**src/rtl/stream_pattern_source.sv**
```systemverilog
// Valid/ready stream source emitting one or more bursts of incrementing data per start pulse.
// Define STREAM_SOURCE_GAP_EN to add the StGap state and gap counter for idle cycles between bursts.
`timescale 1ns/1ps

module stream_pattern_source #(
    parameter int unsigned DATA_SIZE = 8,
    parameter int unsigned LEN_SIZE  = 8
) (
    input  logic                 clk_i,
    input  logic                 rst_clk_ni,
    input  logic                 start_i,
    input  logic [LEN_SIZE-1:0]  burst_len_i,
    input  logic [LEN_SIZE-1:0]  bursts_i,
    input  logic [DATA_SIZE-1:0] seed_i,
    input  logic [LEN_SIZE-1:0]  gap_i,
    output logic [DATA_SIZE-1:0] data_o,
    output logic                 data_valid_o,
    output logic                 data_last_o,
    input  logic                 data_ready_i,
    output logic                 busy_o,
    output logic                 done_o
);

    typedef enum logic [1:0] {
`ifdef STREAM_SOURCE_GAP_EN
        StGap  = 2'd2,
`endif
        StIdle = 2'd0,
        StSend = 2'd1
    } state_e;

    state_e               r_state,     w_state_nxt;
    logic [DATA_SIZE-1:0] r_data,      w_data_nxt;
    logic [LEN_SIZE-1:0]  r_len,       w_len_nxt;
    logic [LEN_SIZE-1:0]  r_bursts,    w_bursts_nxt;
    logic [LEN_SIZE-1:0]  r_beat_cnt,  w_beat_nxt;
    logic [LEN_SIZE-1:0]  r_burst_cnt, w_burst_nxt;
    logic                 r_valid,     w_valid_nxt;
    logic                 r_last,      w_last_nxt;
    logic                 r_busy,      w_busy_nxt;
    logic                 r_done,      w_done_nxt;
`ifdef STREAM_SOURCE_GAP_EN
    logic [LEN_SIZE-1:0]  r_gap,       w_gap_nxt;
    logic [LEN_SIZE-1:0]  r_gap_cnt,   w_gap_cnt_nxt;
`else
    logic                 w_unused_gap;
    assign w_unused_gap = ^gap_i;
`endif

    logic w_hs;
    logic w_last_beat;
    logic w_final_burst;

    // r_valid mirrors StSend, so the handshake never loops ready back into valid.
    assign w_hs          = r_valid & data_ready_i;
    assign w_last_beat   = (r_beat_cnt == r_len - LEN_SIZE'(1));
    assign w_final_burst = (r_burst_cnt == r_bursts - LEN_SIZE'(1));

    // NOTE: every signal gets a default before the case so no path leaves one unassigned (no latches).
    always_comb begin
        w_state_nxt   = r_state;
        w_data_nxt    = r_data;
        w_len_nxt     = r_len;
        w_bursts_nxt  = r_bursts;
        w_beat_nxt    = r_beat_cnt;
        w_burst_nxt   = r_burst_cnt;
        w_done_nxt    = 1'b0;
`ifdef STREAM_SOURCE_GAP_EN
        w_gap_nxt     = r_gap;
        w_gap_cnt_nxt = r_gap_cnt;
`endif
        case (r_state)
            StIdle: begin
                if (start_i && (burst_len_i != '0) && (bursts_i != '0)) begin
                    w_state_nxt  = StSend;
                    w_data_nxt   = seed_i;
                    w_len_nxt    = burst_len_i;
                    w_bursts_nxt = bursts_i;
                    w_beat_nxt   = '0;
                    w_burst_nxt  = '0;
`ifdef STREAM_SOURCE_GAP_EN
                    w_gap_nxt     = gap_i;
                    w_gap_cnt_nxt = '0;
`endif
                end
            end
            StSend: begin
                if (w_hs) begin
                    w_data_nxt = r_data + DATA_SIZE'(1);
                    if (w_last_beat) begin
                        w_beat_nxt = '0;
                        if (w_final_burst) begin
                            w_state_nxt = StIdle;
                            w_burst_nxt = '0;
                            w_done_nxt  = 1'b1;
                        end else begin
                            w_burst_nxt = r_burst_cnt + LEN_SIZE'(1);
`ifdef STREAM_SOURCE_GAP_EN
                            if (r_gap != '0) begin
                                w_state_nxt   = StGap;
                                w_gap_cnt_nxt = '0;
                            end
`endif
                        end
                    end else begin
                        w_beat_nxt = r_beat_cnt + LEN_SIZE'(1);
                    end
                end
            end
`ifdef STREAM_SOURCE_GAP_EN
            StGap: begin
                if (r_gap_cnt == r_gap - LEN_SIZE'(1)) begin
                    w_state_nxt   = StSend;
                    w_gap_cnt_nxt = '0;
                end else begin
                    w_gap_cnt_nxt = r_gap_cnt + LEN_SIZE'(1);
                end
            end
`endif
            default: w_state_nxt = StIdle;
        endcase

        // Outputs are computed from next state so they can be registered without a cycle of lag.
        w_valid_nxt = (w_state_nxt == StSend);
        w_last_nxt  = w_valid_nxt && (w_beat_nxt == w_len_nxt - LEN_SIZE'(1));
        w_busy_nxt  = (w_state_nxt != StIdle);
    end

    // NOTE: sequential state uses non-blocking assignments so every register samples pre-edge values.
    always_ff @(posedge clk_i or negedge rst_clk_ni) begin
        if (!rst_clk_ni) begin
            r_state     <= StIdle;
            r_data      <= '0;
            r_len       <= '0;
            r_bursts    <= '0;
            r_beat_cnt  <= '0;
            r_burst_cnt <= '0;
            r_valid     <= 1'b0;
            r_last      <= 1'b0;
            r_busy      <= 1'b0;
            r_done      <= 1'b0;
`ifdef STREAM_SOURCE_GAP_EN
            r_gap       <= '0;
            r_gap_cnt   <= '0;
`endif
        end else begin
            r_state     <= w_state_nxt;
            r_data      <= w_data_nxt;
            r_len       <= w_len_nxt;
            r_bursts    <= w_bursts_nxt;
            r_beat_cnt  <= w_beat_nxt;
            r_burst_cnt <= w_burst_nxt;
            r_valid     <= w_valid_nxt;
            r_last      <= w_last_nxt;
            r_busy      <= w_busy_nxt;
            r_done      <= w_done_nxt;
`ifdef STREAM_SOURCE_GAP_EN
            r_gap       <= w_gap_nxt;
            r_gap_cnt   <= w_gap_cnt_nxt;
`endif
        end
    end

    assign data_o       = r_data;
    assign data_valid_o = r_valid;
    assign data_last_o  = r_last;
    assign busy_o       = r_busy;
    assign done_o       = r_done;

endmodule

```
**config.mk**
```make
export PLATFORM = sky130hd
export DESIGN_NAME = stream_pattern_source
export DESIGN_NICKNAME = d
export VERILOG_FILES = /design/src/rtl/stream_pattern_source.sv
export SDC_FILE = /design/constraint.sdc
export NUM_CORES = 1
export LEC_CHECK = 0
export ABC_CLOCK_PERIOD_IN_PS = 3700
export CAP_MARGIN = 20
export CORE_MARGIN = 3
export CORE_UTILIZATION = 40
export CTS_CLUSTER_SIZE = 24
export DETAILED_ROUTE_END_ITERATION = 7
export PLACE_DENSITY_LB_ADDON = 0.1
export SLEW_MARGIN = 5
export SYNTH_ARGS = -nofsm -noshare
export SYNTH_HDL_FRONTEND = slang
export SYNTH_SLANG_ARGS = --single-unit
```
**constraint.sdc**
```tcl
create_clock -name clk_i -period 3.7 [get_ports clk_i]
set_clock_uncertainty 0.1 [all_clocks]
set_input_delay 0.74 -clock clk_i [delete_from_list [all_inputs] [get_ports clk_i]]
set_output_delay 0.74 -clock clk_i [all_outputs]
set_load 0.005 [all_outputs]
```
**Word-level counts from Yosys, hierarchy flattened**

Index checks and enable logic that the tools add are counted.

- Bits in registers: 46
- Bits in latches: 0
- Bits in writable memories: 0
- Bits in read-only memories: 0
- Input port bits: 36
- Word-level logic and storage cells: 59
- Memories: 0

- $add $sub $neg: 6
- Multipliers: 0
- Div/mod/pow operators: 0
- $lt $le $gt $ge: 0
- Eq/ne operators: 8
- Shift operators: 0
- Mux-type cells: 23
- Bitwise logic cells: 1
- Reductions and logical operators: 11

Operator list:

| operator | count |
|---|---|
| 8-bit 2-to-1 mux | 11 |
| 8-bit case mux with 2 select lines | 3 |
| 8-bit by 1-bit adder with 8-bit output, second input constant | 3 |
| 8-bit == test | 3 |
| 8-bit by 1-bit subtractor with 8-bit output, second input constant | 3 |
| 8-bit nonzero test | 2 |
| 2-bit 2-to-1 mux | 4 |
| 2-bit inequality test, second input constant | 3 |
| 2-bit by 1-bit == test with 1-bit output, second input constant | 2 |
| 1-bit 2-to-1 mux | 4 |
| 2-bit case mux with 2 select lines | 1 |
| 4-bit AND reduction | 1 |
| 2-bit nonzero test | 2 |
| 1-bit logical AND | 3 |
| 3-bit AND reduction | 1 |
| 2-bit zero test | 1 |
| 2-bit AND reduction | 1 |
| 1-bit AND | 1 |

**Logic depth before layout (Yosys ltp)**

- Depth in word-level cells: 8
- Gate-level depth with buffers: 17

**Least setup slack after synthesis**

OpenSTA, ideal clock, no wires.

- Path type: in2reg
- From: input start_i
- To: register r_last, in the netlist data_last_o
- Data arrival time: 3933 ps
- Setup slack: -444 ps
- Stages on the path: 16
- Path buffers: 4
- Cells stage by stage: nor3b_1 > and3_1 > clkbuf_1 > clkbuf_1 > buf_1 > clkbuf_1 > mux2i_1 > ha_1 > nand2_1 > nor3_1 > xor2_1 > a21oi_1 > xnor2_1 > nor2_1 > nand4_1 > a2111oi_2

- Longest elaborated chain between the ends: 7
- Elaborated cells on any way between the ends: 12
- Classes of those cells: add/sub (1); eq/ne (2); mux (6); reduce/logical (3)

Ends and longest elaborated chain:

| what | RTL line | source |
|---|---|---|
| start, declared | 11 | `input logic start_i,` |
| 1-bit logical AND * (2 in a row) | 74 | `if (start_i && (burst_len_i != '0) && (bursts_i != '0)) begin` |
| 8-bit 2-to-1 mux | 74 |  |
| 8-bit 2-to-1 mux | 72 | `case (r_state)` |
| 8-bit by 1-bit subtractor with 8-bit output | 125 | `w_last_nxt = w_valid_nxt && (w_beat_nxt == w_len_nxt - LEN_SIZE'(1));` |
| 8-bit == test | 125 |  |
| 1-bit logical AND * | 125 |  |
| named net w_last_nxt | 39 | `logic r_last, w_last_nxt;` |
| end signal, assigned | 154 | `r_last <= w_last_nxt;` |
| end, declared | 39 |  |

Mark *: on every way through the listed nets, which the timed path passes. The rest lies on a longest branch.
A chain may end at the register's enable or synchronous reset.

**Worst setup path after layout**

- From: register r_len[1]
- To: register r_last, in the netlist data_last_o

- Longest elaborated chain between the ends: 7
- Elaborated cells on any way between the ends: 14
- Classes of those cells: add/sub (2); eq/ne (3); mux (8); reduce/logical (1)

Ends and longest elaborated chain:

| what | RTL line | source |
|---|---|---|
| start, declared | 34 | `logic [LEN_SIZE-1:0] r_len, w_len_nxt;` |
| start signal, assigned | 149 | `r_len <= w_len_nxt;` |
| 8-bit by 1-bit subtractor with 8-bit output | 56 | `assign w_last_beat = (r_beat_cnt == r_len - LEN_SIZE'(1));` |
| 8-bit == test | 56 |  |
| 8-bit 2-to-1 mux | 90 | `if (w_last_beat) begin` |
| 8-bit 2-to-1 mux | 88 | `if (w_hs) begin` |
| 8-bit case mux with 2 select lines | 72 |  |
| named net w_beat_nxt[3] | 36 | `logic [LEN_SIZE-1:0] r_beat_cnt, w_beat_nxt;` |
| 8-bit == test | 125 |  |
| 1-bit logical AND | 125 |  |
| named net w_last_nxt | 39 |  |

The timed path passes the listed nets, and every way through them passes these cells.

==> flow_metrics.env <==
export IMPL_yosys_area_top_type="dfrtp_1"
export IMPL_yosys_warnings=0
export IMPL_clock_sinks=46
export IMPL_startpoint_type="register"
export IMPL_yosys_cell_types_count=42
export IMPL_fin_nets=425
export IMPL_reg2regPathDepth=10
export IMPL_synth_edf_count=0
export IMPL_worst_pin_slew_ns=0.666
export IMPL_final_cell_area_um2=3690
export IMPL_cts_resized_gates=0
export IMPL_ys_seq_elements=46
export IMPL_synth_area_um2=2910
export IMPL_synth_area_leaders="dfrtp_1, xnor2_1, xor2_1, o21ai_0, mux2_2"
export IMPL_hpwl_um=5280
export IMPL_grt_overflow=0
export IMPL_drc=0
export IMPL_power_leakage_nw=1.50
export IMPL_grt_usage=0.179
export IMPL_die_y_um=91.3
export IMPL_synth_most_common_cell="dfrtp_1"
export IMPL_cts_hold_repair_buffers=0
export IMPL_syn_nets=365
export IMPL_initial_core_util=0.422
export IMPL_die_area_um2=8340
export IMPL_grt_pass1_wl_um=12300
export IMPL_insertedDiodeCount=0
export IMPL_arrival_ns=3.46
export IMPL_cts_tree="yes"
export IMPL_num_io_pins=48
export IMPL_via_per_inst=5.30
export IMPL_io_buffers=39
export IMPL_synth_seq_area_share=0.395
export IMPL_cts_buffers=5
export IMPL_crit_type="reg2reg"
export IMPL_seqPwrFrac=0.451
export IMPL_peakVddDrop_v=0.000163
export IMPL_coreArea_um2=6910
export IMPL_power_share_clock=0.196
export IMPL_drv_cap=0
export IMPL_gp_congestion=0.865
export IMPL_syn_avg_cell_area_um2=9.01
export IMPL_switching_share=0.344
export IMPL_clk_latency_ns=0.30
export IMPL_hp_class="in2async"
export IMPL_drv_slew=0
export IMPL_cts_setup_buffers=0
export IMPL_relSlewSlack=0.552
export IMPL_antenna_found_initial=0
export IMPL_drtIter0Drc=171
export IMPL_grt_max_degree=47
export IMPL_placed_area_um2=3550
export IMPL_powerDensity_nw_per_um2=408
export IMPL_postSynth_asyncResetShare=1.00
export IMPL_p_sw_mw=0.518
export IMPL_netlist_area_leader_share=0.395
export IMPL_grt_setup_unrepaired="no"
export IMPL_first_pass_iters=4
export IMPL_cp_max_fo=6
export IMPL_postRouteAntennaNets=0
export IMPL_htreeDepth=2
export IMPL_row_count=30
export IMPL_power_mw=1.51
export IMPL_ctsLongestPathBuffers=2
export IMPL_synth_commonest_cells="dfrtp_1, nand2_1, o21ai_0"
export IMPL_clockRootBuffer="clkbuf_8"
export IMPL_cp_required_ns=3.79
export IMPL_fin_crit_sh=0.911
export IMPL_drt_wl_total_um=7160
export IMPL_fin_crit_ns=3.37
export IMPL_grt_pass1_vias=2508
export IMPL_wire_per_inst_um=14.9
export IMPL_clk_pin_slew_ns=0.08
export IMPL_ys_flop_type="dfrtp_1"
export IMPL_status="complete, no violations"
export IMPL_die_w_um=91.3
export IMPL_synthToLayoutAreaGrowth_pct=26.9
export IMPL_comb_power_share=0.353
export IMPL_worstSetupEndpointType="register"
export IMPL_dr_total_vias=2541
export IMPL_drive_gt1_frac=0.144
export IMPL_p_int_mw=0.988
export IMPL_fmax_mhz=297
export IMPL_synthCells=323
export IMPL_final_hold_viol_count=0
export IMPL_setup_viol=0
## path summary, 6_finish.rpt
kind                                        to            from  slack (ns)
max in group asynchronous       r_burst_cnt[3]      rst_clk_ni        2.70
worst max register to register     data_last_o        r_len[1]        0.33
min in group clk_i              r_burst_cnt[6]  r_burst_cnt[6]        0.44
worst min register to register  r_burst_cnt[6]  r_burst_cnt[6]        0.44
worst max-delay path               data_last_o        r_len[1]        0.33
worst min-delay path                  r_len[4]      rst_clk_ni        0.28
## layout make-up
| cell class | instances | area [um2] |
|---|---|---|
| fillers | 688 | 3210 |
| multi-input cells | 259 | 1740 |
| flip-flops and latches | 46 | 1150 |
| repair buffers | 62 | 571 |
| well taps | 96 | 120 |
| clock buffers | 7 | 76.3 |
| inverters | 9 | 33.8 |
## stage by stage
step	setup TNS [ns]	worst slack, ns	hold WS [ns]	std cells	util
after detailed placement	-0.248	-0.248	0.429	471	0.514
after global routing	0	0.0728	0.304	479	0.535
after CTS	0	0.0420	0.446	478	0.525
after global placement	-0.179	-0.179	0.426	471	0.514
final	0	0.329	0.283	479	0.535
after floorplan	0	0.000749	0.344	323	-
## cell families after synthesis
family / share of synthesized area
compound gates: 0.130
xor+xnor: 0.120
fa+ha+maj: 0.0258
buf+inv: 0.0232
flops: 0.395
mux: 0.0533
other cells: 0.00129
simple gates: 0.251
## state kept, by name (all words and copies together), names as in the netlist
name / cells
data_last_o: 1
r_bursts: 8
r_beat_cnt: 8
r_state: 2
r_len: 8
r_burst_cnt: 8
data_o: 8
done_o: 1
data_valid_o: 1
busy_o: 1
## worst max-delay path, cell delays in order, from the launching register on
cell and delay (ns):
dfrtp_1 0.48, inv_1 0.10, ha_1 0.25, or3_1 0.39
a31o_1 0.27, nor4_4 0.40, or4_1 0.17, nand3_1 0.15
xnor2_1 0.17, or3_1 0.38, a2111oi_4 0.40
## placed cells by master, fill, tap and decap left out, drive strengths merged, types with 4 or more instances in the layout
master,synthesis,layout
and3,8,8
clkdlybuf4s50,0,38
nand2b,8,8
nor4,7,7
xnor2,22,22
a21oi,17,17
ha,6,6
xor2,18,18
nor2b,7,7
mux2,12,12
o21ai,28,28
nor3,14,14
inv,9,9
buf,1,24
dfrtp,46,46
nand2,34,34
clkbuf,8,7
nor2,23,23
nand3,16,16
o22ai,4,4
## per-layer routing
layer / GRT usage / vias up / wire length (um)
li1: - / 1262 / -
met1: 0.268 / 1205 / 3530
met2: 0.263 / 62 / 3100
met3: 0.0340 / 12 / 406
met4: 0.0503 / 0 / 114
met5: 0 / - / 0
## power by group through the flow
stage          logic [mW]  clock network, mW  registers (mW)
6_report            0.531              0.296           0.679
5_1_grt             0.594              0.322           0.695
4_1_cts             0.520              0.305           0.679
3_5_place_dp        0.516                  0           0.688
3_3_place_gp        0.510                  0           0.687
2_1_floorplan       0.329                  0           0.669
No activity file was read; power rests on OpenSTA's default activity.
